**config.mk**
```make
export PLATFORM = sky130hd
export DESIGN_NAME = pktdemux
export DESIGN_NICKNAME = d
export VERILOG_FILES = /design/src/rtl/net_pkg.sv /design/src/rtl/pktdemux.sv
export SDC_FILE = /design/constraint.sdc
export NUM_CORES = 1
export LEC_CHECK = 0
export ABC_CLOCK_PERIOD_IN_PS = 3240
export BUFFER_PORTS_ARGS = -buffer_cell sky130_fd_sc_hd__buf_4
export CAP_MARGIN = 20
export CORE_ASPECT_RATIO = 1.5
export CORE_UTILIZATION = 51
export CTS_CLUSTER_SIZE = 28
export DETAILED_ROUTE_END_ITERATION = 7
export GPL_TIMING_DRIVEN = 0
export PLACE_DENSITY = 0.93
export SYNTH_ARGS = -nofsm -noshare
export SYNTH_HDL_FRONTEND = slang
export SYNTH_SLANG_ARGS = --single-unit
export TNS_END_PERCENT = 20
```
**constraint.sdc**
```tcl
create_clock -name i_clk -period 3.24 [get_ports i_clk]
set_input_delay 0.162 -clock i_clk [delete_from_list [all_inputs] [get_ports i_clk]]
set_output_delay 0.162 -clock i_clk [all_outputs]
set_load 0.01 [all_outputs]
```
**src/rtl/net_pkg.sv**
```systemverilog
// Shared switch definitions: packet-demux FSM state encoding and drop-counter width.
`timescale 1ns/1ps
package net_pkg;

  typedef enum logic [1:0] {
    ST_IDLE  = 2'd0,
    ST_ROUTE = 2'd1,
    ST_DROP  = 2'd2
  } state_e;

  localparam int DROP_W = 16;

endpackage

```
**src/rtl/pktdemux.sv**
```systemverilog
// One-to-many packet demultiplexer: routes whole packets to the port picked on the first beat.
// Define PKTDEMUX_BROADCAST_EN to let a multi-hot destination replicate a packet to several ports.
`timescale 1ns/1ps
module pktdemux
  import net_pkg::*;
#(
  parameter int unsigned NOUT = 4,
  parameter int unsigned DW   = 64,
  parameter int unsigned BW   = $clog2(DW/8) + 1
) (
  input  logic              i_clk,
  input  logic              i_reset_n,
  input  logic              S_VALID,
  output logic              S_READY,
  input  logic [DW-1:0]     S_DATA,
  input  logic [BW-1:0]     S_BYTES,
  input  logic              S_LAST,
  input  logic              S_ABORT,
  input  logic [NOUT-1:0]   i_dest,
  output logic [NOUT-1:0]   M_VALID,
  input  logic [NOUT-1:0]   M_READY,
  output logic [DW-1:0]     M_DATA,
  output logic [BW-1:0]     M_BYTES,
  output logic              M_LAST,
  output logic [NOUT-1:0]   M_ABORT,
  output logic [DROP_W-1:0] o_drops
);

  localparam logic [BW-1:0]     FULL_BYTES = BW'(DW/8);
  localparam logic [DROP_W-1:0] DROP_ONE   = {{(DROP_W-1){1'b0}}, 1'b1};

  state_e            state_q, state_d;
  logic [NOUT-1:0]   route_q, route_d;
  logic [NOUT-1:0]   m_valid_q, m_valid_d;
  logic [NOUT-1:0]   m_abort_q, m_abort_d;
  logic [DW-1:0]     m_data_q, m_data_d;
  logic [BW-1:0]     m_bytes_q, m_bytes_d;
  logic              m_last_q, m_last_d;
  logic [DROP_W-1:0] drops_q, drops_d;

  logic [NOUT-1:0]   mask;
  logic [NOUT-1:0]   load_mask;
  logic              dest_valid;
  logic              can_accept;
  logic              accept;
  logic              beat_ok;

`ifdef PKTDEMUX_BROADCAST_EN
  assign dest_valid = |i_dest;
`else
  assign dest_valid = $onehot(i_dest);
`endif

  // The output beat registers are shared by all ports, so a load must also wait for any
  // still-pending beat (possibly left over from the previous packet) to be taken.
  always_comb begin
    mask = '0;
    unique case (state_q)
      ST_IDLE:  mask = dest_valid ? i_dest : '0;
      ST_ROUTE: mask = route_q;
      default:  mask = '0;
    endcase
    can_accept = (mask == '0) || ((m_valid_q & ~M_READY) == '0);
    S_READY    = (state_q == ST_DROP) || S_ABORT || can_accept;
    accept     = S_VALID && S_READY;
    beat_ok    = accept && !S_ABORT;
  end

  always_comb begin
    state_d   = state_q;
    route_d   = route_q;
    load_mask = '0;
    m_abort_d = '0;
    drops_d   = drops_q;
    unique case (state_q)
      ST_IDLE: begin
        if (beat_ok) begin
          if (dest_valid) begin
            load_mask = i_dest;
            route_d   = i_dest;
            if (!S_LAST) state_d = ST_ROUTE;
          end else begin
            if (drops_q != '1) drops_d = drops_q + DROP_ONE;
            if (!S_LAST) state_d = ST_DROP;
          end
        end
      end
      ST_ROUTE: begin
        if (S_ABORT) begin
          m_abort_d = route_q;
          state_d   = ST_IDLE;
        end else if (beat_ok) begin
          load_mask = route_q;
          if (S_LAST) state_d = ST_IDLE;
        end
      end
      ST_DROP: begin
        if (S_ABORT) state_d = ST_IDLE;
        else if (beat_ok && S_LAST) state_d = ST_IDLE;
      end
      default: state_d = ST_IDLE;
    endcase

    // An abort discards whatever beat the routed ports were still holding.
    m_valid_d = ((m_valid_q & ~M_READY) | load_mask) & ~m_abort_d;
    m_data_d  = m_data_q;
    m_bytes_d = m_bytes_q;
    m_last_d  = m_last_q;
    if (load_mask != '0) begin
      m_data_d  = S_DATA;
      m_bytes_d = (S_BYTES == '0) ? FULL_BYTES : S_BYTES;
      m_last_d  = S_LAST;
    end
  end

  always_ff @(posedge i_clk or negedge i_reset_n) begin
    if (!i_reset_n) begin
      state_q   <= ST_IDLE;
      route_q   <= '0;
      m_valid_q <= '0;
      m_abort_q <= '0;
      m_data_q  <= '0;
      m_bytes_q <= '0;
      m_last_q  <= 1'b0;
      drops_q   <= '0;
    end else begin
      state_q   <= state_d;
      route_q   <= route_d;
      m_valid_q <= m_valid_d;
      m_abort_q <= m_abort_d;
      m_data_q  <= m_data_d;
      m_bytes_q <= m_bytes_d;
      m_last_q  <= m_last_d;
      drops_q   <= drops_d;
    end
  end

  assign M_VALID = m_valid_q;
  assign M_ABORT = m_abort_q;
  assign M_DATA  = m_data_q;
  assign M_BYTES = m_bytes_q;
  assign M_LAST  = m_last_q;
  assign o_drops = drops_q;

endmodule

```
==> metrics.txt, run 1 <==
status=completed; CP required=roughly 3.5 ns; P_int=approximately 3.4 mW; fin util=75.00%; DRC Markers=0; clock transition at the registers of the reported paths=0.06 ns; synth top area cells=dfrtp_1 60%, mux2_1 18%, buf_6 1.9%, and3_1 1.7%, xnor2_1 1.5%; PwrDens=819.1 nW/µm²; CP startpoint=i_dest[0]; number of synthesized flops with an enable pin=0; Max Slew Vio Count=0; nets=552; Slew Limit Headroom=45.26%; CTS Buf Count=9; CP Max Fanout=10; YS warnings=0; Area Overhead vs Synth=43.54%; top-count cell post-synth=dfrtp_1; Max-Cap Viols=0; post-synth top area share=about three fifths; Synth cell types=40; Hold Path Origin=S_LAST; Max Clk Rate=348.0 MHz; Die Height=112.6 µm; antenna violations before repair=0; CTS Buffer Depth=2; Psw=1.440 mW; crit path launch type=input pin; TritonCTS clock tree=built; multi-input gate area in the final layout=1553 µm²; # IOs=175; reg2reg start=state_q[0]; clk_lat worst skew=between 0.3 and 0.4 ns; Synth Instances=281; R2R cell count=5; Overflow after GRT=0; CTS Sinks=99; Post-synth top cells=99 x dfrtp_1, 68 x mux2_1, 11 x and3_1, 10 x nand2_1, 9 x inv_1; total track usage=a little under a quarter; DRT Pass-1 Iters=4; Top FF cell, synth=dfrtp_1; total detailed-routing wirelength=9757 µm; CORE AREA=7958 µm²; Clk pwr share=between 20 and 25%; Async SR Flop Fraction=100.0%; Final Hold Vio Count=0; vias in the first global route=between 3,000 and 4,000; effective utilization at floorplan=a little over half; Ant. Diodes=0; area leader, netlist=dfrtp_1; share of power burned in registers=41.6%; layer with the highest usage=met2; count of endpoints failing setup in the final report=0; Placement Rows=40; WS Path Type=in2reg; Hold Path Depth=2; CTS H-tree lvls=3; die width=75.72 µm; Layout Skew=0.006352 ns; Period Utilization, post-route=88.69%; largest net degree at the start of global routing=51; Reg area=2477 µm²; Placed Area=5615 µm²; final worst slack=between 0.3 and 0.4 ns; Yosys reg bits=99; hpwl dp=7435 µm; PnR Total Power=between 4 and 5 mW; Min Clock Period, post-route=2.873 ns; post-CTS setup buffers=0; dpl ws=-0.01766 ns; RSZ-0062 raised after global routing=no; Initial DRC Count=147; post-route ant nets=0; synthesized area per cell=approximately 15 µm²; worst path arrival time=3.08 ns; CP Capture Type=register; routed via count=between 2,000 and 3,000; first-pass GRT wire length=14,990 µm; grt met3 use=6.373%; ratio of cells with drive above 1 in the final layout=45.13%; Comb pwr share=33.7%; GRT met2 Usage=a little over two fifths; Buffers on Ports=173; Tightest Pin Transition=0.8212 ns; final instance area=5968 µm²; sequential area share after synthesis=59.58%; die area=8525 µm²; switching share of power=29.46%; vias per cell=5.154; VDD IR max=460.7 µV; leakage=2.995 nW; M1 GR Usage=25.42%; Placer Congestion=0.8444; CTS root buffer=clkbuf_16; Hold WC Path Type=in2reg; Synth Net Count=366; Mapped Area=4158 µm²; fillcell total=498; Wirelength per Cell=about 17 µm
## power groups by stage
| stage | Combinational [mW] | Clock (mW) | Sequential, mW |
|---|---|---|---|
| final | 1.65 | 1.21 | 2.03 |
| after CTS | 1.68 | 1.23 | 2.03 |
| after detailed placement | 1.67 | 0 | 2.05 |
| after floorplan | 0.469 | 0 | 2.22 |
| after global routing | 1.79 | 1.26 | 2.10 |
| after global placement | 1.59 | 0 | 2.00 |
## cell families (layout without fill, tap and decap cells)
family / Yosys count / count (layout) / synth area share (%)
muxes: 74 / 74 / 20.40
adders and majority gates: 4 / 4 / 1.384
DFF: 99 / 99 / 59.58
buffers and inverters: 18 / 209 / 3.069
xor gates and xnor gates: 13 / 13 / 2.739
and+or+nand+nor: 55 / 55 / 8.788
AOI/OAI and AO/OA: 18 / 18 / 4.033
## area by class of cell
cell class	instances	share of cell area (%)
well taps	105	2.201
plain buffers	9	1.572
flip-flops and latches	99	41.51
repair buffers	175	22.39
multi-input cells	164	26.02
inverters	9	0.5660
clock inverters	5	1.677
clock buffers	11	4.067
## path summary, 6_finish.rpt
kind                                    to  slack (ns)
worst max register to register  M_DATA[47]        0.96
max in group asynchronous       M_DATA[20]        2.17
worst max-delay path            M_DATA[47]        0.37
worst min-delay path            state_q[1]        0.03
min in group asynchronous       M_DATA[31]        0.40
worst min register to register  M_DATA[15]        0.49
## registers in the layout, indices dropped and copies added (netlist names)
name and cells:
M_LAST 1, route_q 4, M_ABORT 4, M_BYTES 4, o_drops 16, M_VALID 4, M_DATA 64, state_q 2
## worst max-delay path, stage by stage
cell and delay (ns):
buf_4 0.10, inv_1 0.05, fa_1 0.53, inv_1 0.04
ha_1 0.17, ha_1 0.28, nor3b_1 0.27, a32oi_2 0.19
a2111oi_4 0.67, buf_6 0.25, mux2_1 0.36
## layout by cell type, fill, tap and decap left out, types with 2 or more instances in the layout
master,count
mux2_4,4
bufinv_16,3
a222oi_1,3
buf_6,7
nand2b_1,4
a211oi_1,4
inv_1,9
nor3_1,2
a21oi_1,2
and4_1,2
ha_1,3
dfrtp_1,99
clkbuf_16,9
nor2_1,5
nand3_1,3
xnor2_1,7
nand2_1,10
buf_4,175
nand4_1,4
mux2_2,2
xor2_1,6
and3_1,11
clkinv_2,2
mux2_1,68
a31oi_1,3
or4_1,2
nor2b_1,3
## per-stage QoR
stage               std cells  hold WS [ns]  setup TNS [ns]
floorplan                 281       -0.1336               0
global placement          559        0.3626               0
detailed placement        560        0.2290        -0.04669
CTS                       577       0.01704               0
global route              577       0.02815               0
finish                    577       0.02668               0
## per-layer routing
layer	vias to the layer above	wire [µm]
met5	-	0
met4	0	263
met3	22	708
met2	125	5364
met1	1446	3420
li1	1381	-
## timing repair
item                                   4_1_cts  5_1_grt
setup endpoints to repair                    0        0
endpoints found under the hold margin       49        0
resized for setup                            0        0
hold buffers                                 1        0
Power figures use the tool's default switching activity.
==> run 2: changes to the inputs <==
--- a/config.mk
+++ b/config.mk
@@ -5,15 +5,15 @@
 export SDC_FILE = /design/constraint.sdc
 export NUM_CORES = 1
 export LEC_CHECK = 0
-export ABC_CLOCK_PERIOD_IN_PS = 3240
+export ABC_CLOCK_PERIOD_IN_PS = 3170
 export BUFFER_PORTS_ARGS = -buffer_cell sky130_fd_sc_hd__buf_4
 export CAP_MARGIN = 20
 export CORE_ASPECT_RATIO = 1.5
-export CORE_UTILIZATION = 51
+export CORE_UTILIZATION = 48
 export CTS_CLUSTER_SIZE = 28
 export DETAILED_ROUTE_END_ITERATION = 7
 export GPL_TIMING_DRIVEN = 0
-export PLACE_DENSITY = 0.93
+export PLACE_DENSITY = 0.89
 export SYNTH_ARGS = -nofsm -noshare
 export SYNTH_HDL_FRONTEND = slang
 export SYNTH_SLANG_ARGS = --single-unit
==> constraint.sdc (replaced) <==
create_clock -name i_clk -period 3.17 [get_ports i_clk]
set_input_delay 0.1585 -clock i_clk [delete_from_list [all_inputs] [get_ports i_clk]]
set_output_delay 0.1585 -clock i_clk [all_outputs]
set_load 0.01 [all_outputs]
==> metrics.txt, run 2 (synthesis results as in run 1) <==
leakage=2.967 nW (was 2.995 nW); CP bufs+invs=4 (unchanged); # IOs=175 (unchanged); Die Height=116.0 µm (was 112.6 µm); die width=77.99 µm (was 75.72 µm); CP peak stage delay=0.61 ns (was 0.67 ns); Period Utilization, post-route=89.41%; nets=552 (unchanged); Placement Rows=41 (was 40); count of endpoints failing setup in the final report=0 (unchanged); dpl ws=-0.07029 ns (was -0.01766 ns); Ant. Diodes=0 (unchanged); clock transition at the registers of the reported paths=0.07 ns (was 0.06 ns); Max Slew Vio Count=0 (unchanged); Final Hold Vio Count=0 (unchanged); crit path launch type=input pin (unchanged); CP Capture Type=register (unchanged); Tightest Pin Transition=0.7521 ns (was 0.8212 ns); antenna violations before repair=0 (unchanged); PwrDens=813.5 nW/µm² (was 819.1 nW/µm²); hpwl dp=7239 µm (was 7435 µm); total track usage=21.64% (was 23.98%); effective utilization at floorplan=49.42% (was 52.25%); first-pass GRT wire length=14,700 µm (was 14,990 µm); routed via count=2,968 (was 2,974); Placer Congestion=0.7938 (was 0.8444); vias in the first global route=2,977 (was 3,071); CTS H-tree lvls=3 (unchanged); Overflow after GRT=0 (unchanged); CTS root buffer=clkbuf_16 (unchanged); most frequent cells in the layout=175 x buf_4, 99 x dfrtp_1, 68 x mux2_1 (unchanged); VDD IR max=515.2 µV (was 460.7 µV); largest net degree at the start of global routing=55 (was 51); Layout Skew=0.005846 ns (was 0.006352 ns); Comb pwr share=34.6% (was 33.7%); WS Path Type=in2reg (unchanged); flip-flop count of the largest register after layout=64 (unchanged); fillcell total=602 (was 498); crit-path leading delay family=adder cells (unchanged); Placed Area=5610 µm² (was 5615 µm²); CORE AREA=8413 µm² (was 7958 µm²); final worst slack=0.3356 ns (was 0.3665 ns); P_int=3.365 mW (was 3.449 mW); commonest non-fill, non-tap cell in the layout=buf_4 (unchanged); CTS Buffer Depth=2 (unchanged); clk_lat worst skew=0.33 ns (was 0.34 ns); CP required=3.38 ns (was 3.45 ns); Buffers on Ports=173 (unchanged); Wirelength per Cell=16.37 µm (was 16.91 µm); final instance area=5923 µm² (was 5968 µm²); worst path arrival time=3.04 ns (was 3.08 ns); CP Max Fanout=10 (unchanged); status=completed (unchanged); Area Overhead vs Synth=42.46% (was 43.54%); CTS Buf Count=9 (unchanged); switching share of power=30.16% (was 29.46%); Cell Chain, Critical Path=buf_4, inv_1, fa_1, inv_1, ha_1, ha_1, nor3b_1, a32oi_2, a2111oi_4, buf_6, mux2_1 (unchanged); Resized cells post-CTS=0 (unchanged); Clk pwr share=22.6% (was 24.7%); critical-path cell with the highest stage delay=a2111oi_4 (unchanged); Hold WC Path Type=in2reg (unchanged); Max Clk Rate=352.8 MHz; share of power burned in registers=42.9% (was 41.6%); TritonCTS clock tree=built (unchanged); hold slack=0.02968 ns (was 0.02668 ns); DRC Markers=0 (unchanged); RSZ-0062 raised after global routing=no (unchanged); Min Clock Period, post-route=2.834 ns; total detailed-routing wirelength=9479 µm (was 9757 µm); vias per cell=5.126 (was 5.154); Max-Cap Viols=0 (unchanged); Initial DRC Count=112 (was 147); Psw=1.453 mW (was 1.440 mW); die area=9046 µm² (was 8525 µm²); ratio of cells with drive above 1 in the final layout=45.34% (was 45.13%); fin util=70.40% (was 75.00%); post-route ant nets=0 (unchanged); DRT Pass-1 Iters=5 (was 4); Slew Limit Headroom=49.86% (was 45.26%); CTS Sinks=99 (unchanged)
-- run 2: cell count changes in the layout (fill, tap and decap cells not counted) --
cell | previous run | this run
bufinv_16 | 3 | 1
buf_12 | 0 | 1
clkinvlp_4 | 0 | 2
inv_6 | 0 | 1
buf_16 | 1 | 0
clkbuf_1 | 1 | 0
-- run 2: layer usage --
metal / vias up / track usage (%) / routed length [µm]
li1: 1389 / - / -
met1: 1445 / 22.77 / 3383
met2: 121 / 41.18 / 5334
met3: 13 / 5.512 / 589
met4: 0 / 8.148 / 172
met5: - / 0 / 0
-- run 2: worst register-to-register path, cell delays in order, from the launching register on --
cell	delay, ns
dfrtp_1	0.43
and2b_1	0.25
nor2_2	0.07
a2111oi_4	0.74
buf_6	0.25
mux2_1	0.37
-- run 2: area by class of cell --
type / count / area [µm²] / share of cell area, %
Clock inverter: 6 / 63.81 / 1.077
Multi-Input combinational cell: 164 / 1553 / 26.21
Tap cell: 107 / 133.9 / 2.260
Clock buffer: 10 / 239.0 / 4.035
Inverter: 9 / 33.78 / 0.5703
Timing Repair Buffer: 175 / 1329 / 22.43
Sequential cell: 99 / 2477 / 41.83
Buffer: 9 / 93.84 / 1.584
-- run 2: path summary, 6_finish.rpt --
| check | start | endpoint | slack (ns) | cells past startpoint |
|---|---|---|---|---|
| max in group asynchronous | i_reset_n | M_DATA[8] | 2.08 | 3 |
| worst min-delay path | S_LAST | state_q[1] | 0.03 | 2 |
| min in group asynchronous | i_reset_n | M_VALID[0] | 0.41 | 2 |
| worst min register to register | M_DATA[48] | M_DATA[48] | 0.49 | 1 |
| worst max register to register | state_q[0] | M_DATA[36] | 0.93 | 5 |
| worst max-delay path | i_dest[0] | M_DATA[36] | 0.34 | 11 |
-- run 2: repair_timing --
item | 4_1_cts | 5_1_grt
setup endpoints to repair | 0 | 0
setup buffers | 0 | 0
hold buffers | 1 | 0
endpoints found under the hold margin | 53 | 0
-- run 2: power groups by stage --
stage | combinational (mW) | sequential (mW) | clock, mW
3_5_place_dp | 1.69 | 2.08 | 0
5_1_grt | 1.80 | 2.12 | 1.17
2_1_floorplan | 0.480 | 2.26 | 0
6_report | 1.67 | 2.07 | 1.09
4_1_cts | 1.70 | 2.07 | 1.11
3_3_place_gp | 1.63 | 2.04 | 0
-- run 2: metrics by stage --
| stage | cells | power [mW] | setup TNS, ns |
|---|---|---|---|
| finish | 579 | 4.819 | 0 |
| global route | 579 | 5.095 | 0 |
| CTS | 579 | 4.870 | 0 |
| detailed placement | 562 | 3.768 | -2.049 |
| global placement | 561 | 3.668 | -1.228 |
| floorplan | 281 | 2.743 | 0 |
